$ cat src/rtl/clk_divider_prog_if.sv
// Control and status bundle for the programmable clock divider.
// The master side programs the divider; the slave side is the divider itself.
interface clk_divider_prog_if #(
    parameter int unsigned DIV_W = 32
);
    logic             enable;
    logic             div_load;
    logic [DIV_W-1:0] div_value;
    logic             mode_value;
    logic             clk;
    logic             tick;
    logic [DIV_W-1:0] cur_div;
    logic             pending;

    modport master (
        output enable, div_load, div_value, mode_value,
        input  clk, tick, cur_div, pending
    );

    modport slave (
        input  enable, div_load, div_value, mode_value,
        output clk, tick, cur_div, pending
    );
endinterface

$ cat src/rtl/clk_divider_prog.sv
// Runtime-programmable clock divider / tick generator clocked by out_clk.
// New divisor/mode settings wait in a shadow register until a period boundary.
module clk_divider_prog #(
    parameter int unsigned      DIV_W        = 32,
    parameter logic [DIV_W-1:0] DEFAULT_DIV  = DIV_W'(25000000),
    parameter bit               DEFAULT_MODE = 1'b0
) (
    input  logic              out_clk,
    input  logic              reset_n,
    clk_divider_prog_if.slave bus
);

    typedef enum logic {
        MODE_TOGGLE = 1'b0,
        MODE_PULSE  = 1'b1
    } mode_e;

    localparam logic [DIV_W-1:0] ONE = DIV_W'(1);

    // A divisor of zero has no meaningful period, so it is promoted to one.
    function automatic logic [DIV_W-1:0] clamp_div(input logic [DIV_W-1:0] v);
        return (v == '0) ? ONE : v;
    endfunction

    logic [DIV_W-1:0] count_q,   count_d;
    logic [DIV_W-1:0] act_div_q, act_div_d;
    mode_e            act_mode_q, act_mode_d;
    logic [DIV_W-1:0] sh_div_q,  sh_div_d;
    mode_e            sh_mode_q,  sh_mode_d;
    logic             pending_q, pending_d;
    logic             clk_q,     clk_d;
    logic             tick_q,    tick_d;

    logic [DIV_W-1:0] ld_div;
    mode_e            ld_mode;
    logic             tc;

    assign ld_div  = clamp_div(bus.div_value);
    assign ld_mode = mode_e'(bus.mode_value);
    assign tc      = bus.enable && (count_q == (act_div_q - ONE));

    always_comb begin
        count_d    = count_q;
        act_div_d  = act_div_q;
        act_mode_d = act_mode_q;
        sh_div_d   = sh_div_q;
        sh_mode_d  = sh_mode_q;
        pending_d  = pending_q;
        clk_d      = clk_q;
        tick_d     = 1'b0;

        if (bus.div_load) begin
            sh_div_d  = ld_div;
            sh_mode_d = ld_mode;
        end

        if (!bus.enable) begin
            // Frozen: a load has no period boundary to wait for, so it lands now.
            if (bus.div_load) begin
                act_div_d  = ld_div;
                act_mode_d = ld_mode;
                count_d    = '0;
                pending_d  = 1'b0;
                clk_d      = 1'b0;
            end else if (act_mode_q == MODE_PULSE) begin
                clk_d = 1'b0;
            end
        end else if (tc) begin
            count_d   = '0;
            tick_d    = 1'b1;
            pending_d = 1'b0;
            if (bus.div_load) begin
                act_div_d  = ld_div;
                act_mode_d = ld_mode;
            end else if (pending_q) begin
                act_div_d  = sh_div_q;
                act_mode_d = sh_mode_q;
            end

            // A mode switch restarts clk low so no partial pulse escapes.
            if (act_mode_d != act_mode_q) begin
                clk_d = 1'b0;
            end else if (act_mode_d == MODE_PULSE) begin
                clk_d = 1'b1;
            end else begin
                clk_d = ~clk_q;
            end
        end else begin
            count_d = count_q + ONE;
            if (bus.div_load) begin
                pending_d = 1'b1;
            end
            if (act_mode_q == MODE_PULSE) begin
                clk_d = 1'b0;
            end
        end
    end

    always_ff @(posedge out_clk) begin
        if (!reset_n) begin
            count_q    <= '0;
            act_div_q  <= DEFAULT_DIV;
            act_mode_q <= mode_e'(DEFAULT_MODE);
            sh_div_q   <= '0;
            sh_mode_q  <= MODE_TOGGLE;
            pending_q  <= 1'b0;
            clk_q      <= 1'b0;
            tick_q     <= 1'b0;
        end else begin
            count_q    <= count_d;
            act_div_q  <= act_div_d;
            act_mode_q <= act_mode_d;
            sh_div_q   <= sh_div_d;
            sh_mode_q  <= sh_mode_d;
            pending_q  <= pending_d;
            clk_q      <= clk_d;
            tick_q     <= tick_d;
        end
    end

    assign bus.clk     = clk_q;
    assign bus.tick    = tick_q;
    assign bus.cur_div = act_div_q;
    assign bus.pending = pending_q;

endmodule
$ cat src/flat_wrapper.sv
// flat-port wrapper written by rule: the top's interface ports become plain ports
module clk_divider_prog_flat 
#(
    parameter int unsigned      DIV_W        = 32,
    parameter logic [DIV_W-1:0] DEFAULT_DIV  = DIV_W'(25000000),
    parameter bit               DEFAULT_MODE = 1'b0
)
  (out_clk, reset_n, bus_enable, bus_div_load, bus_div_value, bus_mode_value, bus_clk, bus_tick, bus_cur_div, bus_pending);
  clk_divider_prog_if #(.DIV_W(DIV_W)) bus_i ();
  input  logic out_clk;
  input  logic reset_n;
  input wire logic [$bits(bus_i.enable)-1:0] bus_enable;
  input wire logic [$bits(bus_i.div_load)-1:0] bus_div_load;
  input wire logic [$bits(bus_i.div_value)-1:0] bus_div_value;
  input wire logic [$bits(bus_i.mode_value)-1:0] bus_mode_value;
  output wire logic [$bits(bus_i.clk)-1:0] bus_clk;
  output wire logic [$bits(bus_i.tick)-1:0] bus_tick;
  output wire logic [$bits(bus_i.cur_div)-1:0] bus_cur_div;
  output wire logic [$bits(bus_i.pending)-1:0] bus_pending;
  assign bus_i.enable = bus_enable;
  assign bus_i.div_load = bus_div_load;
  assign bus_i.div_value = bus_div_value;
  assign bus_i.mode_value = bus_mode_value;
  assign bus_clk = bus_i.clk;
  assign bus_tick = bus_i.tick;
  assign bus_cur_div = bus_i.cur_div;
  assign bus_pending = bus_i.pending;
  clk_divider_prog #(.DIV_W(DIV_W), .DEFAULT_DIV(DEFAULT_DIV), .DEFAULT_MODE(DEFAULT_MODE)) u_core (.out_clk(out_clk), .reset_n(reset_n), .bus(bus_i));
endmodule
$ cat config.mk
export PLATFORM = sky130hd
export DESIGN_NAME = clk_divider_prog_flat
export DESIGN_NICKNAME = d
export VERILOG_FILES = /design/src/rtl/clk_divider_prog_if.sv /design/src/rtl/clk_divider_prog.sv /design/src/flat_wrapper.sv
export SDC_FILE = /design/constraint.sdc
export NUM_CORES = 1
export LEC_CHECK = 0
export CAP_MARGIN = 20
export CORE_ASPECT_RATIO = 0.6
export CORE_MARGIN = 2
export CORE_UTILIZATION = 48
export DETAILED_ROUTE_END_ITERATION = 10
export DONT_BUFFER_PORTS = 1
export HOLD_SLACK_MARGIN = 0.03
export SLEW_MARGIN = 20
export SYNTH_ARGS = -nofsm -noshare
export SYNTH_HDL_FRONTEND = slang
export SYNTH_SLANG_ARGS = --single-unit
$ cat constraint.sdc
create_clock -name out_clk -period 5.26 [get_ports out_clk]
set_input_delay 0.789 -clock out_clk [delete_from_list [all_inputs] [get_ports out_clk]]
set_output_delay 0.789 -clock out_clk [all_outputs]
set_load 0.01 [all_outputs]
## Yosys cells after proc, flatten, opt, wreduce, memory -nomap -nowiden

Cells that the tools add are included.

| storage, ports and cells | value |
|---|---|
| logic and storage cells | 50 |
| bits of input ports | 37 |
| bits in registers | 101 |
| output and inout bits | 35 |

| operators by class | value |
|---|---|
| bitwise gates (word level) | 1 |
| reductions and logical operators | 8 |
| mux-type cells | 27 |
| add/subtract/negate cells | 2 |
| equality and inequality tests | 4 |

Operators by type and width:

| kind | number |
|---|---|
| $mux 32 | 9 |
| $add 32x1->32 const B | 1 |
| $eq 32x32->1 | 1 |
| $logic_not 32->1 | 1 |
| $sub 32x1->32 const B | 1 |
| $mux 1 | 18 |
| $reduce_and 2->1 | 3 |
| $reduce_bool 2->1 | 2 |
| $ne 3x2->1 const B | 1 |
| $reduce_and 3->1 | 1 |
| $ne 2x1->1 const B | 1 |
| $logic_and 1x1->1 | 1 |
| $ne 1x1->1 | 1 |
| $not 1->1 | 1 |

## Longest topological paths before layout

Gate-level depths: netlist of the first run.

| depth | value |
|---|---|
| depth in word-level cells | 9 |
| depth in mapped cells | 13 |

## Least setup slack after synthesis of the first run

OpenSTA, ideal clock, no wires.

| timing | value |
|---|---|
| path type | register to register |
| start | register u_core.act_div_q[0] (netlist: u_core.bus.cur_div[0]) |
| end | register u_core.act_div_q[0] (netlist: u_core.bus.cur_div[0]) |
| library setup time | 72 ps |
| arrival | 3226 ps |
| required time | 5188 ps |
| path slack | 1962 ps |
| path buffers | 3 |
| cell stages (with the launch flop) | 14 |
| cells stage by stage | dfxtp_1 inv_1 ha_1 nor3b_1 and4_1 clkbuf_1 and3_1 o22ai_1 or4_1 o41ai_4 and2_1 buf_2 buf_4 mux2i_1 |

| on the way | value |
|---|---|
| cells in the longest elaborated chain, start to end | 5 |
| elaborated cells on any way between the ends | 6 |
| those cells by class | 1 x add/sub; 3 x eq/ne; 2 x reduce/logical |

Ends and longest elaborated chain:

| what | line | text |
|---|---|---|
| from (decl) | clk_divider_prog.sv:26 | `logic [DIV_W-1:0] act_div_q, act_div_d;` |
| from (signal assigned) | clk_divider_prog.sv:111 | `act_div_q <= act_div_d;` |
| $sub 32x1->32 * | clk_divider_prog.sv:40 | `assign tc = bus.enable && (count_q == (act_div_q - ONE));` |
| $eq 32x32->1 * | clk_divider_prog.sv:40 |  |
| $logic_and 1x1->1 * | clk_divider_prog.sv:40 |  |
| $ne 3x2->1 (no source line) / $ne 2x1->1 (equally long branches) | n/a |  |
| $reduce_and 3->1 (no source line) * | n/a |  |

Every way passes the cells marked *; elsewhere a longest branch is shown, timed or not.
A chain may end at the register's enable or synchronous reset.

## Worst setup path in the final report of the first run

Same ends and word-level chain as after synthesis.

==> results of run 1 <==
## Yosys cell counts, drive strengths merged, types with 3 or more instances
cell	n	area [µm²]
nor4	25	163
dfxtp	101	2020
mux2i	76	761
inv	13	48.8
xnor2	24	210
or3	7	43.8
nor3	15	75.1
a311oi	3	26.3
clkbuf	39	146
or4	6	45.0
nor2b	35	219
nand4	22	138
and2	7	43.8
o21ai	31	155
o22ai	5	31.3
a211o	3	26.3
and3	19	119
a21oi	19	95.1
o311ai	3	26.3
nor2	29	109
xor2	18	158
o211a	19	190
a31oi	27	169
nand2b	17	106
nand3	48	240
nand2	46	173
buf	13	66.3
and4	4	35.0
## cell usage in the layout (no fill, tap or decap), types with 3 or more instances in the layout
master,instances
a211o_1,3
a21oi_1,19
a311oi_1,3
a31oi_1,27
and2_1,6
and3_1,19
and4_1,4
buf_4,6
clkbuf_16,9
clkinv_4,3
dfxtp_1,101
inv_1,13
mux2i_1,76
nand2_1,46
nand2b_1,16
nand3_1,48
nand4_1,22
nor2_1,29
nor2b_1,35
nor3_1,15
nor4_1,23
o211a_1,19
o21ai_0,30
o22ai_1,5
o311ai_0,3
or3_1,7
or4_1,6
xnor2_1,24
xor2_1,18
## flip-flops by register name (all words and copies together), names as in the netlist
signal,flops
u_core.act_mode_q,1
u_core.bus.clk,1
u_core.bus.cur_div,32
u_core.bus.pending,1
u_core.bus.tick,1
u_core.count_q,32
u_core.sh_div_q,32
u_core.sh_mode_q,1
## routing by layer
layer  GRT usage  part of all wire  vias to the layer above
met4      0.0513             0.011                        0
li1            -                 -                     2515
met2       0.357              0.43                      176
met5           0                 0                        -
met1       0.334              0.47                     2509
met3      0.0761             0.089                       17
## final cells by class
| cell class | instances | area (µm²) |
|---|---|---|
| Clock buffer | 9 | 225 |
| Timing Repair Buffer | 6 | 45.0 |
| Multi-Input combinational cell | 538 | 3660 |
| Fill cell | 1140 | 5800 |
| Inverter | 13 | 48.8 |
| Sequential cell | 101 | 2020 |
| Clock inverter | 6 | 56.3 |
| Tap cell | 165 | 206 |
## worst max-delay path: stages (launching register included)
cell and delay [ps]:
dfxtp_1 400, inv_1 110, ha_1 270, nor3b_1 500, and4_1 440, and3_1 200, o22ai_1 90, or4_1 560
o41ai_4 310, buf_4 360, and2_1 170, buf_4 330, mux2i_1 220
## worst min-delay path by stage
stage,start,to,slack (ps),cells past startpoint
2_1_floorplan,u_core.sh_mode_q,u_core.sh_mode_q,460,2
3_3_place_gp,u_core.sh_mode_q,u_core.sh_mode_q,460,2
4_1_cts,u_core.sh_mode_q,u_core.sh_mode_q,490,2
3_5_place_dp,u_core.sh_mode_q,u_core.sh_mode_q,480,2
5_1_grt,u_core.count_q[16],u_core.count_q[16],550,1
6_report,u_core.sh_mode_q,u_core.sh_mode_q,490,2
## where the power goes
part,internal (mW),switching (mW)
registers,0.799,0.0569
clock network,0.328,0.313
logic,0.0958,0.103
## metrics by stage
stage,worst slack [ps],instance area (µm²)
global route,863,6260
global placement,1420,5970
detailed placement,1260,5980
CTS,1230,6260
finish,1200,6260
floorplan,1960,5930
## logic make-up (layout without fill, tap and decap cells)
logic type | after synthesis | after routing | share of synthesized area
fa+ha+maj | 2 | 2 | 0.00422
mux | 77 | 77 | 0.130
buf+inv | 65 | 34 | 0.0441
compound gates | 125 | 125 | 0.146
flops | 101 | 101 | 0.341
xor+xnor | 43 | 43 | 0.0658
simple gates | 291 | 291 | 0.269
==> flow_summary_export.csv, run 1 <==
group,metric,value,unit
sta,worst_pin_slew,1080,ps
placed_design,placedCellCount,823,
critical_path,rrSetupSlack,1200,ps
clock_tree,htree_num_levels,3,
die,die-width,148,µm
synth,synthesis.area,5930,µm²
clock_tree,hold_buffers,0,
synth,ys_ff_latch,101,
critical_path,cp_data_arrival_time,4340,ps
die,die-area,13300,µm²
critical_path,r2r-start,"u_core.bus.cur_div[0]",
sta,finalMaxSlewViolations,0,
die,std_cell_rows,31,
critical_path,setup.worst_path.start,"u_core.bus.cur_div[0]",
synth,syn_inst,704,
critical_path,required,5540,ps
clock_tree,cts.root.buffer_cell,"clkbuf_16",
synth,synthArstFlopShare,0,
detailed_routing,via_count,5217,
power,powerDensity,271,nW/µm²
critical_path,endpoint,"u_core.bus.cur_div[0]",
grt,grt_pass1_wl,25.6,mm
finish,fin_cells,838,
finish,drive_gt1_frac,0.0431,
finish,area_delta_synth_final,5.55,%
detailed_routing,routedWlPerCell,18.6,µm
clock_tree,cts-buffers-inserted,9,
clock_tree,cts.repair.resized,0,
grt,grt_max_degree,85,
synth,synth_ff_type,"dfxtp_1",
grt,antenna_found_initial,0,
finish,utilization,0.519,
critical_path,cp_max_fo,32,
power,ir_worst_vdd,0.000158,V
finish,nNetsFinal,708,
clock_tree,cts_tree,"built",
power,leakagePower,2.56,nW
synth,synth-seq-area-share,0.341,
sta,period_minus_slack,4060,ps
clock_tree,clockBufferDepth,2,
sta,max_freq,0.246,GHz
placed_design,io_buffer_count,0,
flow_run,cap_viol_max_count,0,
synth,syn_nets,743,
critical_path,rr_worst_depth,12,
grt,grt_pass1_vias,4883,
critical_path,reg2reg_to,"u_core.bus.cur_div[0]",
die,initial_utilization,0.492,
clock_tree,clock_latency,350,ps
sta,hold_ws,488,ps
detailed_routing,dr.pass1.iters,5,
clock_tree,clkSlewWorstSetupHoldPaths,70,ps
detailed_routing,dr.first_iter.drc_count,372,
synth,synth-edff-count,0,
sta,finalCritPeriodShare,0.772,
synth,synth.distinct_cells,53,
synth,postSynthAreaPerCell,8.43,µm²
finish,antennaDiodeCount,0,
clock_tree,numClockSinks,101,
grt,grt_usage,0.238,
power,total_power,1.70,mW
critical_path,startpoint_type,"flip-flop",
sta,tns,0,ps
sta,skew,8.63,ps
die,boundaryPins,72,
critical_path,path_class,"flip-flop to flip-flop",
min_path,hp-class,"flip-flop to flip-flop",
grt,grt_overflow,0,
die,fp.dieH,90.1,µm
placed_design,dpl.hpwl,11.2,mm
sta,rsz0062_at_grt,"false",
critical_path,endpoint_kind,"flip-flop",
detailed_routing,antenna_left,0,
die,core_area,12100,µm²
placed_design,gp_congestion,0.920,
sta,finalSetupViolCount,0,
sta,finalHoldViolations,0,
sta,slew_headroom,0.283,
detailed_routing,routed_via_density,6.23,
outcome,status,"completed",
detailed_routing,drt_wl_total,15.6,mm
synth,yosys_warnings,0,
detailed_routing,drc,0,
clock_tree,cts_setup_buffers,0,
Power figures use the tool's default switching activity.
==> inputs of run 2 (changes only) <==
==> constraint.sdc (replaced) <==
create_clock -name out_clk -period 4.09 [get_ports out_clk]
set_input_delay 0.6135 -clock out_clk [delete_from_list [all_inputs] [get_ports out_clk]]
set_output_delay 0.6135 -clock out_clk [all_outputs]
set_load 0.01 [all_outputs]
==> flow_summary_export.csv, run 2 (synthesis results as in run 1) <==
group,metric,value,unit
grt,grt_usage,0.240,
finish,area_delta_synth_final,6.03,%
critical_path,endpoint_kind,"flip-flop",
grt,grt_overflow,0,
critical_path,startpoint_type,"flip-flop",
die,std_cell_rows,31,
critical_path,cp_slowest_stage_delay,580,ps
critical_path,cp_max_fo,8,
die,core_area,12100,µm²
clock_tree,cts-buffers-inserted,9,
die,fp.dieH,90.1,µm
clock_tree,htree_num_levels,3,
critical_path,required,4300,ps
clock_tree,cts_setup_buffers,0,
detailed_routing,via_count,5233,
grt,grt_pass1_wl,26.1,mm
detailed_routing,dr.first_iter.drc_count,511,
clock_tree,clkSlewWorstSetupHoldPaths,70,ps
critical_path,cp_data_arrival_time,3910,ps
min_path,hp-class,"primary input to flip-flop",
critical_path,cp_cell_sequence,"inv_1 -> ha_1 -> nor3b_2 -> and4_1 -> and3_1 -> o22ai_1 -> or4_1 -> o41a_1 -> o21ai_1 -> o21ai_0",
placed_design,io_buffer_count,0,
detailed_routing,drt_wl_total,15.5,mm
die,initial_utilization,0.492,
clock_tree,clock_latency,350,ps
sta,setup_ws,391,ps
finish,nNetsFinal,712,
detailed_routing,drc,0,
detailed_routing,antenna_left,0,
power,leakagePower,2.58,nW
sta,max_freq,0.270,GHz
finish,seqCellArea,2020,µm²
sta,worst_pin_slew,942,ps
grt,antenna_found_initial,0,
placed_design,dpl.hpwl,11.1,mm
sta,finalHoldViolations,0,
clock_tree,cts.root.buffer_cell,"clkbuf_16",
clock_tree,clockBufferDepth,2,
grt,grt_max_degree,85,
placed_design,dp_slack,294,ps
finish,antennaDiodeCount,0,
finish,final.fill_count,1151,
sta,slew_headroom,0.372,
critical_path,crit_path_top_delay_cell,"or4_1",
critical_path,path_class,"flip-flop to flip-flop",
die,boundaryPins,72,
die,die-area,13300,µm²
detailed_routing,routedWlPerCell,18.4,µm
grt,grt_pass1_vias,4896,
sta,period_minus_slack,3700,ps
clock_tree,cts_tree,"built",
placed_design,gp_congestion,0.866,
die,die-width,148,µm
flow_run,cap_viol_max_count,0,
sta,finalMaxSlewViolations,0,
sta,finalCritPeriodShare,0.904,
critical_path,crit_family,"simple AND/OR/NAND/NOR gates",
sta,skew,6.48,ps
outcome,status,"completed",
sta,tns,0,ps
power,powerDensity,349,nW/µm²
clock_tree,numClockSinks,101,
sta,rsz0062_at_grt,"false",
critical_path,cp_num_buf_inv,1,
finish,final_common_cell,"dfxtp_1",
finish,drive_gt1_frac,0.0487,
power,ir_worst_vdd,0.000221,V
finish,final_cell_mix,"dfxtp_1 (101), mux2i_1 (76), nand3_1 (48), nand2_1 (46), nor2b_1 (35)",
detailed_routing,dr.pass1.iters,5,
detailed_routing,routed_via_density,6.21,
sta,finalSetupViolCount,0,
finish,multi_input_comb_area,3660,µm²
## run 2: through the flow
stage | hold WS [ps] | instances | util | power [mW] | instance area [µm²]
after CTS | 366 | 842 | 0.521 | 2.20 | 6280
final | 366 | 842 | 0.521 | 2.19 | 6290
after floorplan | 457 | 704 | - | 1.33 | 5930
after global routing | 374 | 842 | 0.521 | 2.29 | 6290
after global placement | 466 | 827 | 0.498 | 1.37 | 6000
after detailed placement | 484 | 827 | 0.498 | 1.38 | 6000
## run 2: area by class of cell
type,count,share of cell area
flip-flops and latches,101,0.321
inverters,13,0.00776
multi-input cells,538,0.581
clock inverters,6,0.00895
well taps,165,0.0328
repair buffers,10,0.0119
clock buffers,9,0.0358
## run 2: final timing paths
check	slack, ps	to	cells past startpoint	startpoint
max	390	u_core.bus.clk	10	u_core.bus.cur_div[0]
min	370	u_core.act_mode_q	1	bus_enable
max reg2reg	390	u_core.bus.clk	10	u_core.bus.cur_div[0]
min reg2reg	500	u_core.sh_mode_q	2	u_core.sh_mode_q
## run 2: worst reg2reg max path, stage by stage (launching register included)
cell	delay (ps)
dfxtp_1	400
inv_1	110
ha_1	290
nor3b_2	390
and4_1	430
and3_1	220
o22ai_1	80
or4_1	580
o41a_1	440
o21ai_1	440
o21ai_0	190
## run 2: what timing repair did
action                                  in CTS  in global routing
endpoints found under the setup margin       0                 12
hold buffers                                 0                  0
resized for setup                            0                  1
## run 2: power by group
part | internal (mW) | switching [mW] | leakage, nW
Clock | 0.423 | 0.414 | 0.136
Combinational | 0.126 | 0.136 | 1.62
Sequential | 1.03 | 0.0687 | 0.827
Total | 1.58 | 0.618 | 2.58
## run 2: per-layer routing
layer  vias to the layer above  global-route usage  share of wire
met5                         -                   0              0
met4                         0              0.0393         0.0081
met3                        17              0.0721          0.079
met2                       167               0.348           0.42
met1                      2519               0.353           0.49
li1                       2530                   -              -
==> inputs of run 3 (changes only) <==
--- a/config.mk
+++ b/config.mk
@@ -11,6 +11,7 @@
 export CORE_UTILIZATION = 48
 export DETAILED_ROUTE_END_ITERATION = 10
 export DONT_BUFFER_PORTS = 1
+export GPL_ROUTABILITY_DRIVEN = 0
 export HOLD_SLACK_MARGIN = 0.03
 export SLEW_MARGIN = 20
 export SYNTH_ARGS = -nofsm -noshare
==> flow_summary_export.csv, run 3 (synthesis results as in run 1) <==
group,metric,value,unit
outcome,status,"completed",
clock_tree,clock_latency,350,ps
die,fp.dieH,90.1,µm
critical_path,crit_family,"simple AND/OR/NAND/NOR gates",
die,std_cell_rows,31,
power,powerDensity,351,nW/µm²
power,leakagePower,2.58,nW
flow_run,cap_viol_max_count,0,
critical_path,cp_max_fo,8,
detailed_routing,via_count,5168,
grt,grt_pass1_vias,5019,
placed_design,dpl.hpwl,11.0,mm
detailed_routing,antenna_left,0,
sta,finalHoldViolations,0,
finish,fin_area,6290,µm²
critical_path,required,4300,ps
die,core_area,12100,µm²
die,die-area,13300,µm²
critical_path,endpoint_kind,"flip-flop",
clock_tree,clockBufferDepth,2,
critical_path,crit_path_top_delay_cell,"or4_1",
detailed_routing,dr.pass1.iters,5,
sta,worst_pin_slew,1070,ps
critical_path,path_class,"flip-flop to flip-flop",
grt,grt_usage,0.239,
power,total_power,2.21,mW
placed_design,placed_cell_area,6000,µm²
sta,setup_ws,423,ps
sta,hold_ws,362,ps
finish,final.fill_count,1110,
min_path,hp-class,"primary input to flip-flop",
critical_path,cp_slowest_stage_delay,590,ps
finish,final_common_cell,"dfxtp_1",
sta,max_freq,0.273,GHz
clock_tree,clkSlewWorstSetupHoldPaths,80,ps
clock_tree,cts_tree,"built",
grt,grt_overflow,0,
sta,finalSetupViolCount,0,
critical_path,cp_num_buf_inv,1,
clock_tree,htree_num_levels,3,
finish,drive_gt1_frac,0.0487,
critical_path,startpoint_type,"flip-flop",
placed_design,dp_slack,286,ps
clock_tree,cts-buffers-inserted,9,
detailed_routing,routed_via_density,6.14,
critical_path,cp_cell_sequence,"inv_1 -> ha_1 -> nor3b_2 -> and4_1 -> and3_1 -> o22ai_1 -> or4_1 -> o41a_1 -> o21ai_1 -> o21ai_0",
finish,multi_input_comb_area,3660,µm²
die,boundaryPins,72,
detailed_routing,dr.first_iter.drc_count,480,
sta,skew,13.4,ps
finish,nNetsFinal,711,
finish,seqCellArea,2020,µm²
clock_tree,cts.repair.resized,0,
finish,antennaDiodeCount,0,
placed_design,io_buffer_count,0,
clock_tree,cts.root.buffer_cell,"clkbuf_16",
grt,antenna_found_initial,0,
sta,slew_headroom,0.287,
sta,finalCritPeriodShare,0.897,
detailed_routing,drt_wl_total,15.4,mm
detailed_routing,drc,0,
die,initial_utilization,0.492,
sta,tns,0,ps
critical_path,cp_data_arrival_time,3880,ps
sta,finalMaxSlewViolations,0,
grt,grt_pass1_wl,25.9,mm
clock_tree,numClockSinks,101,
grt,grt_max_degree,85,
finish,final_cell_mix,"dfxtp_1 (101), mux2i_1 (76), nand3_1 (48), nand2_1 (46), nor2b_1 (35)",
power,ir_worst_vdd,0.000168,V
clock_tree,hold_buffers,0,
clock_tree,cts_setup_buffers,0,
die,die-width,148,µm
finish,area_delta_synth_final,6.12,%
sta,period_minus_slack,3670,ps
detailed_routing,routedWlPerCell,18.3,µm
sta,rsz0062_at_grt,"false",
[run 3: cell types whose count changed in the layout (fill, tap and decap cells not counted)]
cell        previous run  this run
clkinvlp_4             1         2
clkbuf_8               0         1
buf_4                 10         9
inv_6                  1         0
[run 3: final timing paths]
check,from,endpoint,slack [ps],cells past startpoint
max,u_core.bus.cur_div[0],u_core.bus.clk,420,10
min reg2reg,u_core.sh_mode_q,u_core.sh_mode_q,490,2
min,bus_enable,u_core.act_mode_q,360,1
max reg2reg,u_core.bus.cur_div[0],u_core.bus.clk,420,10
[run 3: routing by layer]
| layer | vias to the layer above | track usage | share of wire |
|---|---|---|---|
| li1 | 2517 | - | - |
| met1 | 2513 | 0.336 | 0.48 |
| met2 | 130 | 0.360 | 0.43 |
| met3 | 8 | 0.0812 | 0.083 |
| met4 | 0 | 0.0385 | 0.0053 |
| met5 | - | 0 | 0 |
[run 3: power breakdown]
part	switching (mW)	internal, mW
registers	0.0688	1.03
logic	0.135	0.126
clock network	0.413	0.441
[run 3: final cells by class]
| cell class | count | area share |
|---|---|---|
| Timing Repair Buffer | 9 | 0.0107 |
| Clock inverter | 6 | 0.00875 |
| Multi-Input combinational cell | 538 | 0.581 |
| Tap cell | 165 | 0.0328 |
| Clock buffer | 10 | 0.0380 |
| Inverter | 13 | 0.00775 |
| Sequential cell | 101 | 0.321 |
[run 3: stage by stage]
stage / cells / util
finish: 842 / 0.522
global route: 842 / 0.522
CTS: 842 / 0.521
detailed placement: 826 / 0.497
global placement: 826 / 0.497
floorplan: 704 / -
[run 3: worst reg2reg max path, cell delays in order (launching register included)]
cell and delay (ps):
dfxtp_1 400, inv_1 110, ha_1 270, nor3b_2 370, and4_1 420, and3_1 200, o22ai_1 100, or4_1 590
o41a_1 430, o21ai_1 460, o21ai_0 180
